File: src/rtl/vdma_read_arbiter.sv
// Round-robin arbiter that shares one AXI read core between NUM channels.
// It grants one burst at a time and steers the read beats to the granted channel.
//
// state  | meaning
// IDLE   | no burst outstanding; pick the next requester round-robin
// REQ    | core_req held for the granted channel until core_resp
// DATA   | burst in flight; axi_rvalid routed to granted channel until core_done
module vdma_read_arbiter #(
  parameter int NUM   = 2,
  parameter int ASIZE = 29,
  parameter int LSIZE = 9
) (
  input  logic                   axi_aclk,
  input  logic                   axi_resetn,
  input  logic [NUM-1:0]         ch_req,
  input  logic [NUM*LSIZE-1:0]   ch_len,
  input  logic [NUM*ASIZE-1:0]   ch_addr,
  output logic [NUM-1:0]         ch_resp,
  output logic [NUM-1:0]         ch_done,
  output logic [NUM-1:0]         ch_wr_en,
  output logic                   core_req,
  output logic [LSIZE-1:0]       core_len,
  output logic [ASIZE-1:0]       core_addr,
  input  logic                   core_resp,
  input  logic                   core_done,
  input  logic                   axi_rvalid,
  output logic [1:0]             grant_id,
  output logic                   busy,
  output logic                   stray_err
);

  typedef enum logic [1:0] {S_IDLE, S_REQ, S_DATA} state_t;

  state_t           state;
  logic [1:0]       last;
  logic [1:0]       next_id;
  logic [1:0]       cand;
  logic             found;
  logic [3:0]       req_pad;
  logic [NUM-1:0]   grant_oh;
  logic [LSIZE-1:0] len_arr  [4];
  logic [ASIZE-1:0] addr_arr [4];

  // Pad per-channel fields to four slots so a 2-bit index is always in range.
  for (genvar i = 0; i < 4; i++) begin : g_unpack
    if (i < NUM) begin : g_used
      assign len_arr[i]  = ch_len[i*LSIZE +: LSIZE];
      assign addr_arr[i] = ch_addr[i*ASIZE +: ASIZE];
    end else begin : g_pad
      assign len_arr[i]  = '0;
      assign addr_arr[i] = '0;
    end
  end

  always_comb begin
    req_pad          = '0;
    req_pad[NUM-1:0] = ch_req;
  end

  // Search upward from last+1, wrapping, and take the first requester.
  always_comb begin
    next_id = last;
    cand    = '0;
    found   = 1'b0;
    for (int k = 1; k <= NUM; k++) begin
      cand = 2'((int'(last) + k) % NUM);
      if (!found && req_pad[cand]) begin
        next_id = cand;
        found   = 1'b1;
      end
    end
  end

  always_comb begin
    grant_oh = '0;
    for (int i = 0; i < NUM; i++) begin
      grant_oh[i] = (grant_id == 2'(i));
    end
  end

  assign core_len  = len_arr[grant_id];
  assign core_addr = addr_arr[grant_id];
  assign ch_resp   = (state == S_REQ  && core_resp)  ? grant_oh : '0;
  assign ch_done   = (state == S_DATA && core_done)  ? grant_oh : '0;
  assign ch_wr_en  = (state == S_DATA && axi_rvalid) ? grant_oh : '0;

  always_ff @(posedge axi_aclk or negedge axi_resetn) begin
    if (!axi_resetn) begin
      state     <= S_IDLE;
      last      <= 2'(NUM - 1);
      grant_id  <= '0;
      core_req  <= 1'b0;
      busy      <= 1'b0;
      stray_err <= 1'b0;
    end else begin
      if (axi_rvalid && state != S_DATA) begin
        stray_err <= 1'b1;
      end
      case (state)
        S_IDLE: begin
          if (found) begin
            grant_id <= next_id;
            core_req <= 1'b1;
            busy     <= 1'b1;
            state    <= S_REQ;
          end
        end
        S_REQ: begin
          if (core_resp) begin
            core_req <= 1'b0;
            state    <= S_DATA;
          end
        end
        S_DATA: begin
          if (core_done) begin
            last  <= grant_id;
            busy  <= 1'b0;
            state <= S_IDLE;
          end
        end
        default: begin
          core_req <= 1'b0;
          busy     <= 1'b0;
          state    <= S_IDLE;
        end
      endcase
    end
  end

endmodule

File: config.mk
export PLATFORM = sky130hd
export DESIGN_NAME = vdma_read_arbiter
export DESIGN_NICKNAME = d
export VERILOG_FILES = /design/src/rtl/vdma_read_arbiter.sv
export SDC_FILE = /design/constraint.sdc
export NUM_CORES = 1
export LEC_CHECK = 0
export CAP_MARGIN = 20
export CORE_ASPECT_RATIO = 0.5
export CORE_UTILIZATION = 35
export CTS_CLUSTER_DIAMETER = 150
export DETAILED_ROUTE_END_ITERATION = 16
export DONT_BUFFER_PORTS = 1
export SKIP_LAST_GASP = 1
export SYNTH_ARGS = -nofsm -noshare
export SYNTH_HDL_FRONTEND = slang
export SYNTH_SLANG_ARGS = --single-unit
File: constraint.sdc
create_clock -name axi_aclk -period 2 [get_ports axi_aclk]
set_input_delay 0.3 -clock axi_aclk [delete_from_list [all_inputs] [get_ports axi_aclk]]
set_output_delay 0.3 -clock axi_aclk [all_outputs]
set_load 0.005 [all_outputs]
==> results.txt, run 1 <==
Status = finished clean
Critical Path Start = grant_id[0]$_DFFE_PN0P_
Root buffer cell = clkbuf_8
Hold path depth = 1
Seq/Total Area, Yosys = 20.2%
Post-synthesis cell count = 124
Core footprint = 2650 um^2
Total GRT Usage = 13.4%
Initial antenna violation count = 0
Maximum vdd drop = 0.000772 V
Endpoints failing hold = 0
Setup bufs post-CTS = 0
Largest stage delay, worst path = 0.37 ns
Max_cap viols = 0
Count of different cell masters after synthesis = 25
DP HPWL = 1890 um
Commonest cells post-synth = 42 x nor2_1, 38 x mux2i_1, 7 x dfrtp_1
Top FF cell, synth = dfrtp_1
YS warnings = 0
Placer's final routability congestion estimate = 0.798
Hold Path Class = in2reg
Clock buffer depth = 2
Inserted Diodes = 0
Post-placement setup slack = 0.710 ns
Slowest library cell on the worst path = dfrtp_2
Critical-path cell list = buf_12, mux2i_1, nor2_1
Internal reg-to-reg setup slack = 0.87 ns
Clk_lat worst skew = 0.23 ns
R2R depth = 2
RR Endpoint = grant_id[1]$_DFFE_PN0P_
Post-route setup slack = 0.493 ns
CTS buffer count = 3
Mean area per synthesized cell = 8.04 um^2
Worst path arrival time = 1.21 ns
Critical Path RT = 1.70 ns
Die ar. = 3080 um^2
Die H = 39.7 um
P&R area growth vs syn = 6.78%
First-pass GRT wire length = 3070 um
R2r startpoint = state[0]$_DFFE_PN0P_
Hold EP = state[0]$_DFFE_PN0P_
RSZ-0062 raised after global routing = false
Startpoint types = flop
Synth top area share = 38.1%
Via Count = 855
FILL cells = 276
Via density = 5.41
Starting Density = 37.6%
Wirelength, routed = 2380 um
Critical hold path startpoint = core_resp
P per Cell Area = 1290 nW/um^2
Register bit total from synthesis = 8
Synth area leaders = mux2i_1 38%, dfrtp_1 18%, nor2_1 16%
FFs w/ async S/R, synth = 100%
Final net count = 205
Fin crit period = 1.51 ns
Worst Path Max Fanout = 45
CTS tree = yes
Die X = 77.5 um
Layout cells sized above 1 = 9.92%
Largest net degree at the start of global routing = 46
Period utilization = 75.4%
Cell accounting for the most synthesized area = mux2i_1
Clk sinks = 8
Setup crit end kind = output pin
Setup TNS = 0 ns
Number of global-route vias before repair = 645
# DRC = 0
Post-synthesis cell area = 997 um^2
Post-CTS sizing = 0
# setup viols final = 0
# hold bufs at CTS = 1
Relative slew slack = 74.9%
Tightest Pin Transition = 0.375 ns
Net count after synthesis = 207
DRT iter0 DRCs = 41
PnR Total Power = 0.00137 W
Clock transition at path regs = 0.04 ns
Crit Path Category = reg2out
Row cnt = 13
CTS HTree Levels = 1
WL per Instance = 15.0 um
Post-detailed-route count of antenna-violating nets = 0
Final slew viol count = 0
Drt pass-1 iters = 4
EDFF count, synth = 0
Top-count cell post-synth = nor2_1
Setup clock skew after layout = 0.00303 ns
Leak = 0.551 nW
Top-Level Pins = 132
Total grt overflow = 0
FMAX = 663 MHz
# port buffers = 0
-- per-layer routing --
| layer | global-route usage [%] | vias up | wire (um) |
|---|---|---|---|
| li1 | - | 421 | - |
| met1 | 18.6 | 392 | 1080 |
| met2 | 19.2 | 40 | 1110 |
| met3 | 4.19 | 2 | 175 |
| met4 | 4.25 | 0 | 10 |
| met5 | 0 | - | 0 |
-- where the power goes --
part,internal [W],leakage [nW],switching (W),total [W]
Clock,0.000138,0.0228,0.0000679,0.000206
Sequential,0.000231,0.0897,0.0000751,0.000306
Combinational,0.000409,0.439,0.000451,0.000860
-- per-stage QoR --
stage | instances | hold WS (ns) | util, % | cell area [um^2]
2_1_floorplan | 124 | 0.00441 | - | 997
5_1_grt | 158 | 0.168 | 40.2 | 1060
3_3_place_gp | 153 | 0.00455 | 38.1 | 1010
4_1_cts | 158 | 0.165 | 40.2 | 1060
3_5_place_dp | 153 | 0.00458 | 38.1 | 1010
6_report | 158 | 0.168 | 40.2 | 1060
-- critical path, delay by kind of cell (launching register included) --
kind	cells	cell delay, ns
mux	1	0.24
flops	1	0.37
buf+inv	1	0.28
simple gates	1	0.08
-- state kept, by name, summed over array words and instances (netlist names) --
register / count
busy: 1
core_req: 1
grant_id: 2
last: 1
state: 2
stray_err: 1
-- layout by cell type (no fill, tap or decap), types with 2 or more instances in the layout --
| cell | instances |
|---|---|
| clkbuf_8 | 3 |
| nand2b_1 | 3 |
| nor2_1 | 42 |
| nor3_1 | 4 |
| inv_1 | 2 |
| mux2i_1 | 38 |
| nand3b_1 | 2 |
| dfrtp_1 | 6 |
| or3b_1 | 2 |
| buf_4 | 2 |
-- layout make-up --
type / instances / area [um^2] / area share, %
inverter: 2 / 7.51 / 0.705
tap: 37 / 46.3 / 4.35
timing repair buffer: 4 / 45.0 / 4.23
sequential: 8 / 203 / 19.0
multi-input combinational: 103 / 718 / 67.5
clock buffer: 4 / 45.0 / 4.23
-- worst max-delay path by stage --
stage,cells past startpoint,end
floorplan,4,core_addr[0]
CTS,3,core_addr[8]
global route,3,core_addr[13]
global placement,2,ch_resp[0]
detailed placement,3,core_addr[8]
finish,3,core_addr[8]
-- cell families after synthesis --
logic type             after synthesis  share of synthesized area (%)
and+or+nand+nor                     56                           26.3
muxes                               39                           39.6
buffers and inverters               13                           7.78
AOI/OAI and AO/OA                    8                           6.02
DFF                                  8                           20.2
Power figures use the tool's default switching activity.
==> inputs of run 2 (changes only) <==
- clock period: 2 -> 1.4 ns (I/O delays scaled with it)
==> results.txt, run 2 (synthesis gave the netlist of run 1 again) <==
Worst Path Max Fanout = 23 (-49%)
FILL cells = 273 (-1.1%)
Final net count = 206 (+0.49%)
P per Cell Area = 1860 nW/um^2 (+44%)
Core footprint = 2650 um^2 (unchanged)
Row cnt = 13 (unchanged)
Setup TNS = 0 ns (unchanged)
Post-detailed-route count of antenna-violating nets = 0 (unchanged)
P&R area growth vs syn = 10.3%
Setup clock skew after layout = 0.00127 ns (-0.00176 ns)
Crit Path Category = reg2out
First-pass GRT wire length = 3170 um (+3.2%)
Post-route setup slack = 0.0600 ns (-0.433 ns)
Starting Density = 37.6% (unchanged)
Max_cap viols = 0 (unchanged)
Inserted Diodes = 0 (unchanged)
Via Count = 873 (+2.1%)
# port buffers = 0 (unchanged)
FMAX = 746 MHz
Fin area = 1100 um^2 (+3.3%)
Largest net degree at the start of global routing = 24 (-48%)
Logic pwr share = 63.5% (+0.8 points)
Startpoint types = flop
Wirelength, routed = 2420 um (+1.8%)
Layout Cells excl Fill = 159 (+0.63%)
Fin crit period = 1.34 ns
Via density = 5.49 (+1.5%)
Layout cells sized above 1 = 14.8% (+4.8 points)
Number of global-route vias before repair = 691 (+7.1%)
Clk sinks = 8 (unchanged)
Status = finished clean
Clock transition at path regs = 0.04 ns (about the same)
Worst path arrival time = 1.13 ns (-0.08 ns)
DP HPWL = 2040 um (+7.8%)
NetSw = 0.000868 W (+46%)
Clock buffer depth = 2 (unchanged)
Area post-placement = 1030 um^2 (+2.0%)
# setup viols final = 0 (unchanged)
Period utilization = 95.7%
Layout Utilization = 41.5% (+1.3 points)
WL per Instance = 15.2 um (+1.2%)
Seq pwr share = 22.1% (-0.2 points)
# DRC = 0 (unchanged)
Commonest non-fill, non-tap cells in the layout = 41 x nor2_1, 38 x mux2i_1, 4 x dfrtp_1
Critical Path RT = 1.19 ns (-0.51 ns)
Tightest Pin Transition = 0.380 ns (+0.00526 ns)
CTS HTree Levels = 1 (unchanged)
Die ar. = 3080 um^2 (unchanged)
Setup bufs post-CTS = 0 (unchanged)
Clock network fraction of total power = 14.3% (-0.7 points)
Relative slew slack = 74.6% (-0.35 points)
Die H = 39.7 um (unchanged)
DRT iter0 DRCs = 23 (-44%)
Placer's final routability congestion estimate = 0.737 (-7.6%)
Post-placement setup slack = 0.226 ns (-0.484 ns)
Maximum vdd drop = 0.000904 V (+17%)
Total grt overflow = 0 (unchanged)
Regs by FF count = grant_id (2), state (2)
Total GRT Usage = 13.7% (+0.33 points)
CTS tree = yes
Cell total after placement = 154 (+0.65%)
Top-Level Pins = 132 (unchanged)
Switch share = 42.5% (-0.73 points)
Leak = 0.562 nW (+2.0%)
Endpoints failing hold = 0 (unchanged)
Initial antenna violation count = 0 (unchanged)
Final slew viol count = 0 (unchanged)
Hold Path Class = in2reg
Int Power = 0.00117 W (+51%)
Clk_lat worst skew = 0.23 ns (about the same)
Setup crit end kind = output pin
Die X = 77.5 um (unchanged)
RSZ-0062 raised after global routing = true
Root buffer cell = clkbuf_8
Drt pass-1 iters = 4 (unchanged)
Most common cell after layout, fill and taps aside = nor2_1
CTS buffer count = 3 (unchanged)
[run 2: cell types whose count changed in the layout (fill, tap and decap cells not counted)]
| cell | previous run | this run |
|---|---|---|
| nor3_2 | 0 | 2 |
| nor2_1 | 42 | 41 |
| dfrtp_2 | 1 | 3 |
| nor2_2 | 0 | 1 |
| dfrtp_1 | 6 | 4 |
| nor3_1 | 4 | 2 |
| buf_12 | 1 | 2 |
[run 2: worst paths after layout]
check | start | to | cells past startpoint | slack, ns
max | grant_id[0]$_DFFE_PN0P_ | core_addr[6] | 3 | 0.06
min | core_resp | state[0]$_DFFE_PN0P_ | 1 | 0.08
max reg2reg | state[0]$_DFFE_PN0P_ | grant_id[1]$_DFFE_PN0P_ | 2 | 0.28
min reg2reg | stray_err$_DFFE_PN0P_ | stray_err$_DFFE_PN0P_ | 1 | 0.49
max in group asynchronous | axi_resetn | last[0]$_DFFE_PN1P_ | 1 | 0.75
min in group asynchronous | axi_resetn | core_req$_DFFE_PN0P_ | 1 | 0.34
[run 2: layout make-up]
cell class | instances | area [um^2] | share of cell area (%)
multi-input combinational | 103 | 731 | 66.4
sequential | 8 | 205 | 18.7
timing repair buffer | 5 | 65.1 | 5.92
tap | 37 | 46.3 | 4.21
clock buffer | 4 | 45.0 | 4.10
inverter | 2 | 7.51 | 0.683
[run 2: metal layers]
layer | global-route usage [%] | vias to the layer above | part of all wire [%] | wire [um]
li1 | - | 424 | - | -
met1 | 18.5 | 412 | 44 | 1060
met2 | 19.7 | 37 | 48 | 1170
met3 | 5.35 | 0 | 7.6 | 183
met4 | 4.25 | 0 | 0 | 0
met5 | 0 | - | 0 | 0
[run 2: what timing repair did]
action,4_1_cts,5_1_grt
setup endpoints to repair,1,23
pin swaps,0,0
resized for setup,1,4
endpoints found under the hold margin,8,0
hold buffers,1,0
[run 2: worst max-delay path, cell delays in order (launching register included)]
cell and delay (ns):
dfrtp_2 0.40, buf_12 0.20, mux2i_1 0.22, nor2_1 0.08
[run 2: through the flow]
stage,power (W),hold WS (ns)
global route,0.00223,0.0836
finish,0.00204,0.0828
detailed placement,0.00174,-0.0854
CTS,0.00206,0.0781
floorplan,0.00158,-0.0856
global placement,0.00171,-0.0854
[run 2: power by group through the flow]
| stage | clock network [W] | registers (W) | logic [W] |
|---|---|---|---|
| finish | 0.000292 | 0.000452 | 0.00130 |
| global route | 0.000329 | 0.000470 | 0.00143 |
| detailed placement | 0 | 0.000457 | 0.00129 |
| CTS | 0.000305 | 0.000451 | 0.00130 |
| global placement | 0 | 0.000447 | 0.00127 |
| floorplan | 0 | 0.000393 | 0.00119 |
